`src/rtl/score_keeper.sv`:
```
// Rhythm-game score keeper: grades timing error, tracks combo and multiplier,
// and accumulates a saturating score through a two-stage pipeline.
module score_keeper #(
    parameter logic [15:0] PERFECT_WIN = 16'd25,
    parameter logic [15:0] GREAT_WIN   = 16'd60,
    parameter logic [15:0] GOOD_WIN    = 16'd120
) (
    input  logic        clk,
    input  logic        reset,
    input  logic        clear,
    input  logic        match_en,
    input  logic [15:0] match_dt,
    input  logic        miss_en,
    output logic [23:0] score,
    output logic [9:0]  combo,
    output logic [9:0]  max_combo,
    output logic [2:0]  multiplier,
    output logic [1:0]  grade,
    output logic        grade_valid
);

    localparam logic [1:0] G_MISS    = 2'd0;
    localparam logic [1:0] G_GOOD    = 2'd1;
    localparam logic [1:0] G_GREAT   = 2'd2;
    localparam logic [1:0] G_PERFECT = 2'd3;

    localparam logic [9:0]  COMBO_MAX = 10'd1023;
    localparam logic [23:0] SCORE_MAX = 24'hFFFFFF;

    logic [15:0] abs_d;
    logic        s1_hit_q;
    logic        s1_miss_q;
    logic [15:0] s1_abs_q;

    logic [23:0] score_q, score_d;
    logic [9:0]  combo_q, combo_d;
    logic [9:0]  max_q, max_d;
    logic [2:0]  mult_q, mult_d;
    logic [1:0]  grade_q, grade_d;
    logic        gv_q, gv_d;

    logic [1:0]  s1_grade;
    logic        eff_hit;
    logic        eff_miss;
    logic [6:0]  base_c;
    logic [2:0]  mult_used;
    logic [9:0]  add_c;
    logic [24:0] sum_c;
    logic [23:0] score_sat;
    logic [9:0]  combo_base;
    logic [9:0]  combo_inc;

    // -32768 has no positive twin in 16 bits, so it pins to the largest value
    always_comb begin
        abs_d = match_dt;
        if (match_dt[15]) begin
            if (match_dt == 16'h8000) begin
                abs_d = 16'h7FFF;
            end else begin
                abs_d = ~match_dt + 16'd1;
            end
        end
    end

    always_ff @(posedge clk or posedge reset) begin
        if (reset) begin
            s1_hit_q  <= 1'b0;
            s1_miss_q <= 1'b0;
            s1_abs_q  <= 16'd0;
        end else if (clear) begin
            s1_hit_q  <= 1'b0;
            s1_miss_q <= 1'b0;
        end else begin
            s1_hit_q  <= match_en;
            s1_miss_q <= miss_en;
            s1_abs_q  <= abs_d;
        end
    end

    always_comb begin
        if (s1_abs_q <= PERFECT_WIN) begin
            s1_grade = G_PERFECT;
        end else if (s1_abs_q <= GREAT_WIN) begin
            s1_grade = G_GREAT;
        end else if (s1_abs_q <= GOOD_WIN) begin
            s1_grade = G_GOOD;
        end else begin
            s1_grade = G_MISS;
        end
    end

    assign eff_hit  = s1_hit_q && (s1_grade != G_MISS);
    assign eff_miss = s1_miss_q || (s1_hit_q && (s1_grade == G_MISS));

    always_comb begin
        unique case (s1_grade)
            G_PERFECT: base_c = 7'd100;
            G_GREAT:   base_c = 7'd50;
            G_GOOD:    base_c = 7'd25;
            G_MISS:    base_c = 7'd0;
            default:   base_c = 7'd0;
        endcase
    end

    // A miss in the same cycle resets the multiplier before the hit scores
    assign mult_used = eff_miss ? 3'd1 : mult_q;
    assign add_c     = {3'd0, base_c} * {7'd0, mult_used};
    assign sum_c     = {1'b0, score_q} + {15'd0, add_c};
    assign score_sat = sum_c[24] ? SCORE_MAX : sum_c[23:0];

    assign combo_base = eff_miss ? 10'd0 : combo_q;
    assign combo_inc  = (combo_base == COMBO_MAX) ? COMBO_MAX
                                                  : combo_base + 10'd1;

    always_comb begin
        combo_d = eff_hit ? combo_inc : combo_base;
        score_d = eff_hit ? score_sat : score_q;
        max_d   = (combo_d > max_q) ? combo_d : max_q;
        gv_d    = eff_hit || eff_miss;
        grade_d = grade_q;
        if (eff_hit) begin
            grade_d = s1_grade;
        end else if (eff_miss) begin
            grade_d = G_MISS;
        end
    end

    always_comb begin
        if (combo_d >= 10'd30) begin
            mult_d = 3'd4;
        end else if (combo_d >= 10'd20) begin
            mult_d = 3'd3;
        end else if (combo_d >= 10'd10) begin
            mult_d = 3'd2;
        end else begin
            mult_d = 3'd1;
        end
    end

    always_ff @(posedge clk or posedge reset) begin
        if (reset) begin
            score_q <= 24'd0;
            combo_q <= 10'd0;
            max_q   <= 10'd0;
            mult_q  <= 3'd1;
            grade_q <= G_MISS;
            gv_q    <= 1'b0;
        end else if (clear) begin
            score_q <= 24'd0;
            combo_q <= 10'd0;
            max_q   <= 10'd0;
            mult_q  <= 3'd1;
            grade_q <= G_MISS;
            gv_q    <= 1'b0;
        end else begin
            score_q <= score_d;
            combo_q <= combo_d;
            max_q   <= max_d;
            mult_q  <= mult_d;
            grade_q <= grade_d;
            gv_q    <= gv_d;
        end
    end

    assign score       = score_q;
    assign combo       = combo_q;
    assign max_combo   = max_q;
    assign multiplier  = mult_q;
    assign grade       = grade_q;
    assign grade_valid = gv_q;

endmodule

```
`config.mk`:
```
export PLATFORM = sky130hd
export DESIGN_NAME = score_keeper
export DESIGN_NICKNAME = d
export VERILOG_FILES = /design/src/rtl/score_keeper.sv
export SDC_FILE = /design/constraint.sdc
export NUM_CORES = 1
export LEC_CHECK = 0
export BUFFER_PORTS_ARGS = -buffer_cell sky130_fd_sc_hd__clkbuf_2
export CAP_MARGIN = 20
export CORE_MARGIN = 2
export CORE_UTILIZATION = 38
export DETAILED_ROUTE_END_ITERATION = 10
export PLACE_DENSITY = 0.59
export REMOVE_ABC_BUFFERS = 1
export SLEW_MARGIN = 0
export SYNTH_ARGS = -nofsm -noshare
export SYNTH_HDL_FRONTEND = slang
export SYNTH_SLANG_ARGS = --single-unit
```
`constraint.sdc`:
```
create_clock -name clk -period 15.5 [get_ports clk]
set_input_delay 0.775 -clock clk [delete_from_list [all_inputs] [get_ports clk]]
set_output_delay 0.775 -clock clk [all_outputs]
set_load 0.1 [all_outputs]
```
==> results of run 1 <==
## worst min-delay path by stage
stage              endpoint  cells past startpoint    startpoint
6_report       s1_abs_q[15]                      2  s1_abs_q[15]
5_1_grt        s1_abs_q[15]                      2  s1_abs_q[15]
4_1_cts        s1_abs_q[14]                      2  s1_abs_q[14]
3_5_place_dp   s1_abs_q[14]                      2  s1_abs_q[14]
3_3_place_gp   s1_abs_q[14]                      2  s1_abs_q[14]
2_1_floorplan  s1_abs_q[15]                      2  s1_abs_q[15]
## cell type report
cell class | instances | area [sq um]
Fill cell | 1216 | 6590
Inverter | 54 | 203
Tap cell | 168 | 210
Multi-Input combinational cell | 373 | 2780
Timing Repair Buffer | 76 | 393
Sequential cell | 68 | 1700
Clock inverter | 3 | 21.3
Clock buffer | 13 | 260
## cell families after synthesis
kind of cell,synth area share
xor+xnor,0.0403
simple gates,0.181
flops,0.356
buf+inv,0.0615
compound gates,0.205
fa+ha+maj,0.130
mux,0.0254
## metrics by stage
step	utilization	hold slack, ns	worst slack [ns]	power, uW	instances
finish	0.458	0.495	9.55	435	755
global route	0.458	0.529	9.02	452	755
CTS	0.458	0.490	9.33	438	754
detailed placement	0.434	0.477	9.37	244	738
global placement	0.434	0.466	9.51	243	737
floorplan	-	0.441	10.33	228	495
## power by group through the flow
stage               registers [uW]  logic [uW]  clock network, uW
global placement               191        51.2                  0
floorplan                      198        30.2                  0
CTS                            189        51.9                197
global route                   190        57.7                205
detailed placement             192        51.9                  0
finish                         189        52.9                193
## cells in the final DEF (no fill, tap or decap), types with 9 or more instances in the layout
master     count
fa_1          13
clkbuf_2      70
nor3_1        11
nand2_1       24
xor2_1        17
and3_1        11
nor2b_1       11
nand3_1       12
a2bb2oi_2     10
dfrtp_1       67
nor2_1        43
a21oi_1       34
inv_1         53
mux2_2         9
clkbuf_16      9
ha_1          29
o21ai_0       28
## sequential cells by signal, summed over array words and instances, names as in the netlist
register and cells:
score 24, s1_abs_q 16, combo 10, max_combo 10, multiplier 3, grade 2, grade_valid 1, s1_hit_q 1
s1_miss_q 1
## worst reg2reg max path: stages, from the launching register on
cell and delay [ns]:
dfrtp_1 0.39, nor4_1 0.30, nand3_1 0.16, a21oi_1 0.33
inv_1 0.11, ha_1 0.29, a21oi_1 0.83, and2_1 0.24
ha_1 0.18, and3b_1 0.26, nand2_1 0.17, or4_1 0.71
nand2_1 0.12, ha_1 0.25, a21o_1 0.19, a21o_1 0.17
a21oi_1 0.13, nor2_1 0.06, o22ai_1 0.33, buf_4 0.26
mux2_2 0.35
## synth_stat cells, drive strengths merged (3+ instances only)
| master | instances | area share |
|---|---|---|
| dfrtp | 67 | 0.35 |
| inv | 54 | 0.042 |
| nor2 | 45 | 0.036 |
| a21oi | 34 | 0.036 |
| ha | 29 | 0.076 |
| o21ai | 29 | 0.031 |
| nand2 | 24 | 0.019 |
| clkbuf | 17 | 0.013 |
| xor2 | 17 | 0.031 |
| a2bb2oi | 13 | 0.037 |
| fa | 13 | 0.054 |
| nand3 | 12 | 0.013 |
| and3 | 11 | 0.014 |
| nor2b | 11 | 0.014 |
| nor3 | 11 | 0.012 |
| mux2 | 9 | 0.021 |
| a31oi | 8 | 0.010 |
| and2 | 8 | 0.010 |
| a21o | 7 | 0.011 |
| and4 | 7 | 0.013 |
| nor4 | 7 | 0.0092 |
| a211oi | 5 | 0.0079 |
| a221oi | 5 | 0.0092 |
| a311oi | 5 | 0.0092 |
| nand4 | 5 | 0.0065 |
| o211ai | 5 | 0.0079 |
| xnor2 | 5 | 0.0092 |
| o31ai | 4 | 0.0063 |
| or2 | 4 | 0.0052 |
| buf | 3 | 0.0058 |
| nor3b | 3 | 0.0047 |
| o41ai | 3 | 0.0055 |
| or3 | 3 | 0.0039 |
| or4 | 3 | 0.0063 |
## metal layers
| metal | GRT usage | vias to the layer above |
|---|---|---|
| met1 | 0.244 | 1960 |
| met4 | 0.0492 | 0 |
| met3 | 0.0379 | 6 |
| met2 | 0.301 | 97 |
| met5 | 0 | - |
| li1 | - | 1975 |
==> summary.md, run 1 <==
| Metric | Value |
|---|---|
| Status | finished clean |
| Postcts setup bufs | 0 |
| Reg2Reg Depth | 20 |
| RR Startpoint | s1_abs_q[9] |
| Die Span X | 116 um |
| WP data required | 15.71 ns |
| Cts bufs inserted | 9 |
| Final nets | 645 |
| Tcrit/Tclk final | 0.384 |
| Met2 Wirelength | 5450 um |
| Area of the core | 12200 sq um |
| Reg2reg setup slack | 9.55 ns |
| WL met1 | 5300 um |
| Final Critical Period | 5.95 ns |
| Syn Inst Count | 515 |
| Skew final | 0.00952 ns |
| Initial Utilization | 0.393 |
| R2r endpoint | max_combo[4] |
| Clk root buf | clkbuf_16 |
| Crit-path slowest cell | a21oi_1 |
| Post-synth EDFFs | 0 |
| CP arrival | 6.16 ns |
| Sequential Power Share | 0.434 |
| Sink Count | 68 |
| Type of origin of the critical path | flop |
| Max Cap Violations | 0 |
| Die area | 13500 sq um |
| HP Class | reg2reg |
| # hold bufs at CTS | 0 |
| CP Cell Sequence | nor4_1, nand3_1, a21oi_1, inv_1, ha_1, a21oi_1, and2_1, ha_1, and3b_1, nand2_1, or4_1, nand2_1, ha_1, a21o_1, a21o_1, a21oi_1, nor2_1, o22ai_1, buf_4, mux2_2 |
| RSZ-0062 raised after global routing | no |
| Area growth from synthesis to layout | 16.6% |
| Die H | 116 um |
| Clock share of power | 0.444 |
| VDD IR max | 0.0389 mV |
| Final-report max-slew violation count | 0 |
| Vias in the first global route | 4089 |
| Ys async rst share | 1.00 |
| DPL Wire Length | 8520 um |
| Max incr delay on CP | 0.83 ns |
| First-pass DRT Iterations | 4 |
| Sw frac | 0.261 |
| Drt wl/cell | 15.1 um |
| Post-CTS sizing | 0 |
| Sequential area share after synthesis | 0.356 |
| Cell area after synthesis | 4780 sq um |
| CP bufs+invs | 2 |
| Crit-path leading delay family | simple AND/OR/NAND/NOR gates |
| Initial antenna violation count | 0 |
| I/O pins | 71 |
| RePlAce Congestion | 0.787 |
| Critical path depth | 20 |
| Max Freq | 168 MHz |
| DRT iter0 DRCs | 228 |
| Synth cell types | 59 |
| PD cells | 78.0 nW/um^2 |
| Least-Margin Pin Slew | 1.01 ns |
| # H-tree levels | 3 |
| Int Pwr | 321 uW |
| First-pass GRT wire length | 19500 um |
| Top layer in use | met4 |
| Share of post-route cells with drive strength above 1 | 0.211 |
| Critical Path Start | s1_abs_q[9] |
| Lkg Pwr | 0.00271 uW |
| Net Sw Power | 113 uW |
| Crit path max fanout | 17 |
| Worst skew pair latency | 0.33 ns |
| Antenna Nets Post-Route | 0 |
| # DRC | 0 |
| PortBufs | 70 |
| Final hold violations | 0 |
| Total GRT Usage | 0.182 |
| Placed cell area | 5280 sq um |
| # diodes | 0 |
| Drt via density | 5.35 |
| Crit. End Element | flop |
| Total negative slack | 0 ns |
| Met3 wire length | 558 um |
| Crit path to | max_combo[4] |
| Clock tree buffer depth | 2 |
| Worst-path clk slew | 0.06 ns |
| Slew HR | 0.324 |
| Logic pwr share | 0.122 |
| WL final | 11400 um |
| Top FF cell, synth | dfrtp_1 |
| Synthesis Warnings | 0 |
| Largest net degree at the start of global routing | 69 |
| Syn avg cell area | 9.28 sq um |
| Final instance area | 5570 sq um |
| FP Rows | 40 |
| CTS tree | done |
| Register bit total from synthesis | 68 |
| Vias after detailed routing | 4038 |
| Kind of critical path | reg2reg |
| Grt ovf | 0 |
| Final setup viols | 0 |
Power figures use the tool's default switching activity.
==> run 2: changes to the inputs <==
Clock period 15.5 ns to 5.64 ns, I/O delays scaled along.
==> summary.md, run 2 (synthesis gave the netlist of run 1 again) <==
| Metric | Value |
|---|---|
| Sequential Power Share | 0.386 (was 0.434) |
| Slew HR | 0.424 (was 0.324) |
| Final-report max-slew violation count | 0 (unchanged) |
| Cts bufs inserted | 9 (unchanged) |
| Final Critical Period | 5.22 ns (was 5.95 ns) |
| # DRC | 0 (unchanged) |
| Clock share of power | 0.503 (was 0.444) |
| Commonest cells after routing, fill and taps aside | clkbuf_2, dfrtp_1, inv_1 (unchanged) |
| Lkg Pwr | 0.00277 uW (was 0.00271 uW) |
| PD cells | 236 nW/um^2 (was 78.0 nW/um^2) |
| Worst skew pair latency | 0.34 ns (was 0.33 ns) |
| Commonest non-fill, non-tap cell in the layout | clkbuf_2 (unchanged) |
| Int Pwr | 1020 uW (was 321 uW) |
| Non-Filler Instances | 759 (was 755) |
| Area of the core | 12200 sq um (unchanged) |
| Drt via density | 5.31 (was 5.35) |
| DPL Wire Length | 8370 um (was 8520 um) |
| First-pass DRT Iterations | 4 (unchanged) |
| Setup slack after layout | 0.421 ns (was 9.55 ns) |
| Max Cap Violations | 0 (unchanged) |
| Grt ovf | 0 (unchanged) |
| Area growth from synthesis to layout | 19.4% (was 16.6%) |
| # H-tree levels | 3 (unchanged) |
| Final setup viols | 0 (unchanged) |
| PortBufs | 70 (unchanged) |
| Vias in the first global route | 3991 (was 4089) |
| RePlAce Congestion | 0.842 (was 0.787) |
| I/O pins | 71 (unchanged) |
| Sink Count | 68 (unchanged) |
| Skew final | 0.00825 ns (was 0.00952 ns) |
| Pre-CTS setup slack | 0.306 ns (was 9.37 ns) |
| # diodes | 0 (unchanged) |
| Die area | 13500 sq um (unchanged) |
| Max Freq | 192 MHz (was 168 MHz) |
| Tcrit/Tclk final | 0.925 (was 0.384) |
| Final hold violations | 0 (unchanged) |
| Die H | 116 um (unchanged) |
| Least-Margin Pin Slew | 0.864 ns (was 1.01 ns) |
| Initial antenna violation count | 0 (unchanged) |
| Initial Utilization | 0.393 (unchanged) |
| FP Rows | 40 (unchanged) |
| WL final | 11500 um (was 11400 um) |
| Net Sw Power | 326 uW (was 113 uW) |
| Sw frac | 0.242 (was 0.261) |
| Clk root buf | clkbuf_16 (unchanged) |
| Logic pwr share | 0.111 (was 0.122) |
| Max reg flops | 24 (unchanged) |
| Final nets | 649 (was 645) |
| Drt wl/cell | 15.1 um (about the same) |
| # hold bufs at CTS | 0 (unchanged) |
| Status | finished clean (unchanged) |
| WP data required | 5.87 ns (was 15.71 ns) |
| CP arrival | 5.45 ns (was 6.16 ns) |
| Crit path max fanout | 10 (was 17) |
| DRT iter0 DRCs | 173 (was 228) |
| RSZ-0062 raised after global routing | yes (was no) |
| Worst-path clk slew | 0.06 ns (about the same) |
| Die Span X | 116 um (unchanged) |
| Total negative slack | 0 ns (unchanged) |
| HP Class | in2reg (was reg2reg) |
| Kind of critical path | reg2reg (unchanged) |
| Antenna Nets Post-Route | 0 (unchanged) |
| Vias after detailed routing | 4029 (was 4038) |
| VDD IR max | 0.120 mV (was 0.0389 mV) |
| Share of post-route cells with drive strength above 1 | 0.230 (was 0.211) |
| Type of origin of the critical path | flop (unchanged) |
| First-pass GRT wire length | 19500 um (about the same) |
| Clock tree buffer depth | 2 (unchanged) |
| CTS tree | done (unchanged) |
| Total GRT Usage | 0.183 (was 0.182) |
| Placed Instances | 743 (was 738) |
| Crit. End Element | flop (unchanged) |
| Largest net degree at the start of global routing | 69 (unchanged) |
-- run 2: cell count changes in the layout (fill, tap and decap cells not counted), moves of 2 or more --
cell	delta
bufinv_16	+3
a21oi_2	+2
buf_4	+5
a21oi_1	-2
clkbuf_1	-2
-- run 2: final cells by class --
type / instances / area (sq um)
fillers: 1182 / 6450
multi-input cells: 373 / 2810
flip-flops and latches: 68 / 1700
repair buffers: 80 / 425
clock buffers: 11 / 253
well taps: 168 / 210
inverters: 54 / 203
clock inverters: 5 / 106
-- run 2: worst max-delay path: stages (launching register included) --
cell	delay, ns
dfrtp_1	0.38
nor4_1	0.28
nand3_1	0.16
or2_2	0.36
ha_1	0.27
a21oi_1	0.21
buf_4	0.18
and3_1	0.22
inv_1	0.07
fa_1	0.53
inv_1	0.06
fa_1	0.54
inv_1	0.07
fa_1	0.46
nor2b_1	0.14
o21a_1	0.16
o21ai_0	0.20
a21oi_2	0.39
o211ai_1	0.13
a221oi_1	0.33
-- run 2: path summary, 6_finish.rpt --
kind                              start      endpoint  slack, ns  depth (start not counted)
min                             miss_en     s1_miss_q       0.16                          2
min in group asynchronous         reset   s1_abs_q[7]       0.18                          3
max reg2reg                s1_abs_q[15]     score[17]       0.42                         19
max in group asynchronous         reset  max_combo[7]       4.90                          3
max                        s1_abs_q[15]     score[17]       0.42                         19
min reg2reg                s1_abs_q[14]  s1_abs_q[14]       0.50                          2
-- run 2: per-layer routing --
metal,global-route usage,share of wire,up-vias
li1,-,-,1990
met1,0.248,0.47,1940
met2,0.294,0.48,81
met3,0.0327,0.039,18
met4,0.0706,0.020,0
met5,0,0,-
-- run 2: power by group through the flow --
stage          clock, uW  combinational, uW  sequential [uW]
2_1_floorplan          0               83.1              544
3_3_place_gp           0                147              527
3_5_place_dp           0                149              528
4_1_cts              685                150              519
5_1_grt              705                164              521
6_report             678                149              520
-- run 2: timing repair --
| action | CTS | global route |
|---|---|---|
| buffers inserted | 0 | 0 |
| setup endpoints to repair | 0 | 25 |
| gates resized for setup | 0 | 7 |
-- run 2: per-stage QoR --
| stage | hold slack, ns | area (sq um) | util | power [uW] |
|---|---|---|---|---|
| after floorplan | 0.348 | 4690 | - | 627 |
| after global placement | 0.472 | 5320 | 0.438 | 673 |
| after detailed placement | 0.473 | 5320 | 0.438 | 677 |
| after CTS | 0.161 | 5680 | 0.467 | 1350 |
| after global routing | 0.183 | 5710 | 0.469 | 1390 |
| final | 0.164 | 5710 | 0.469 | 1350 |
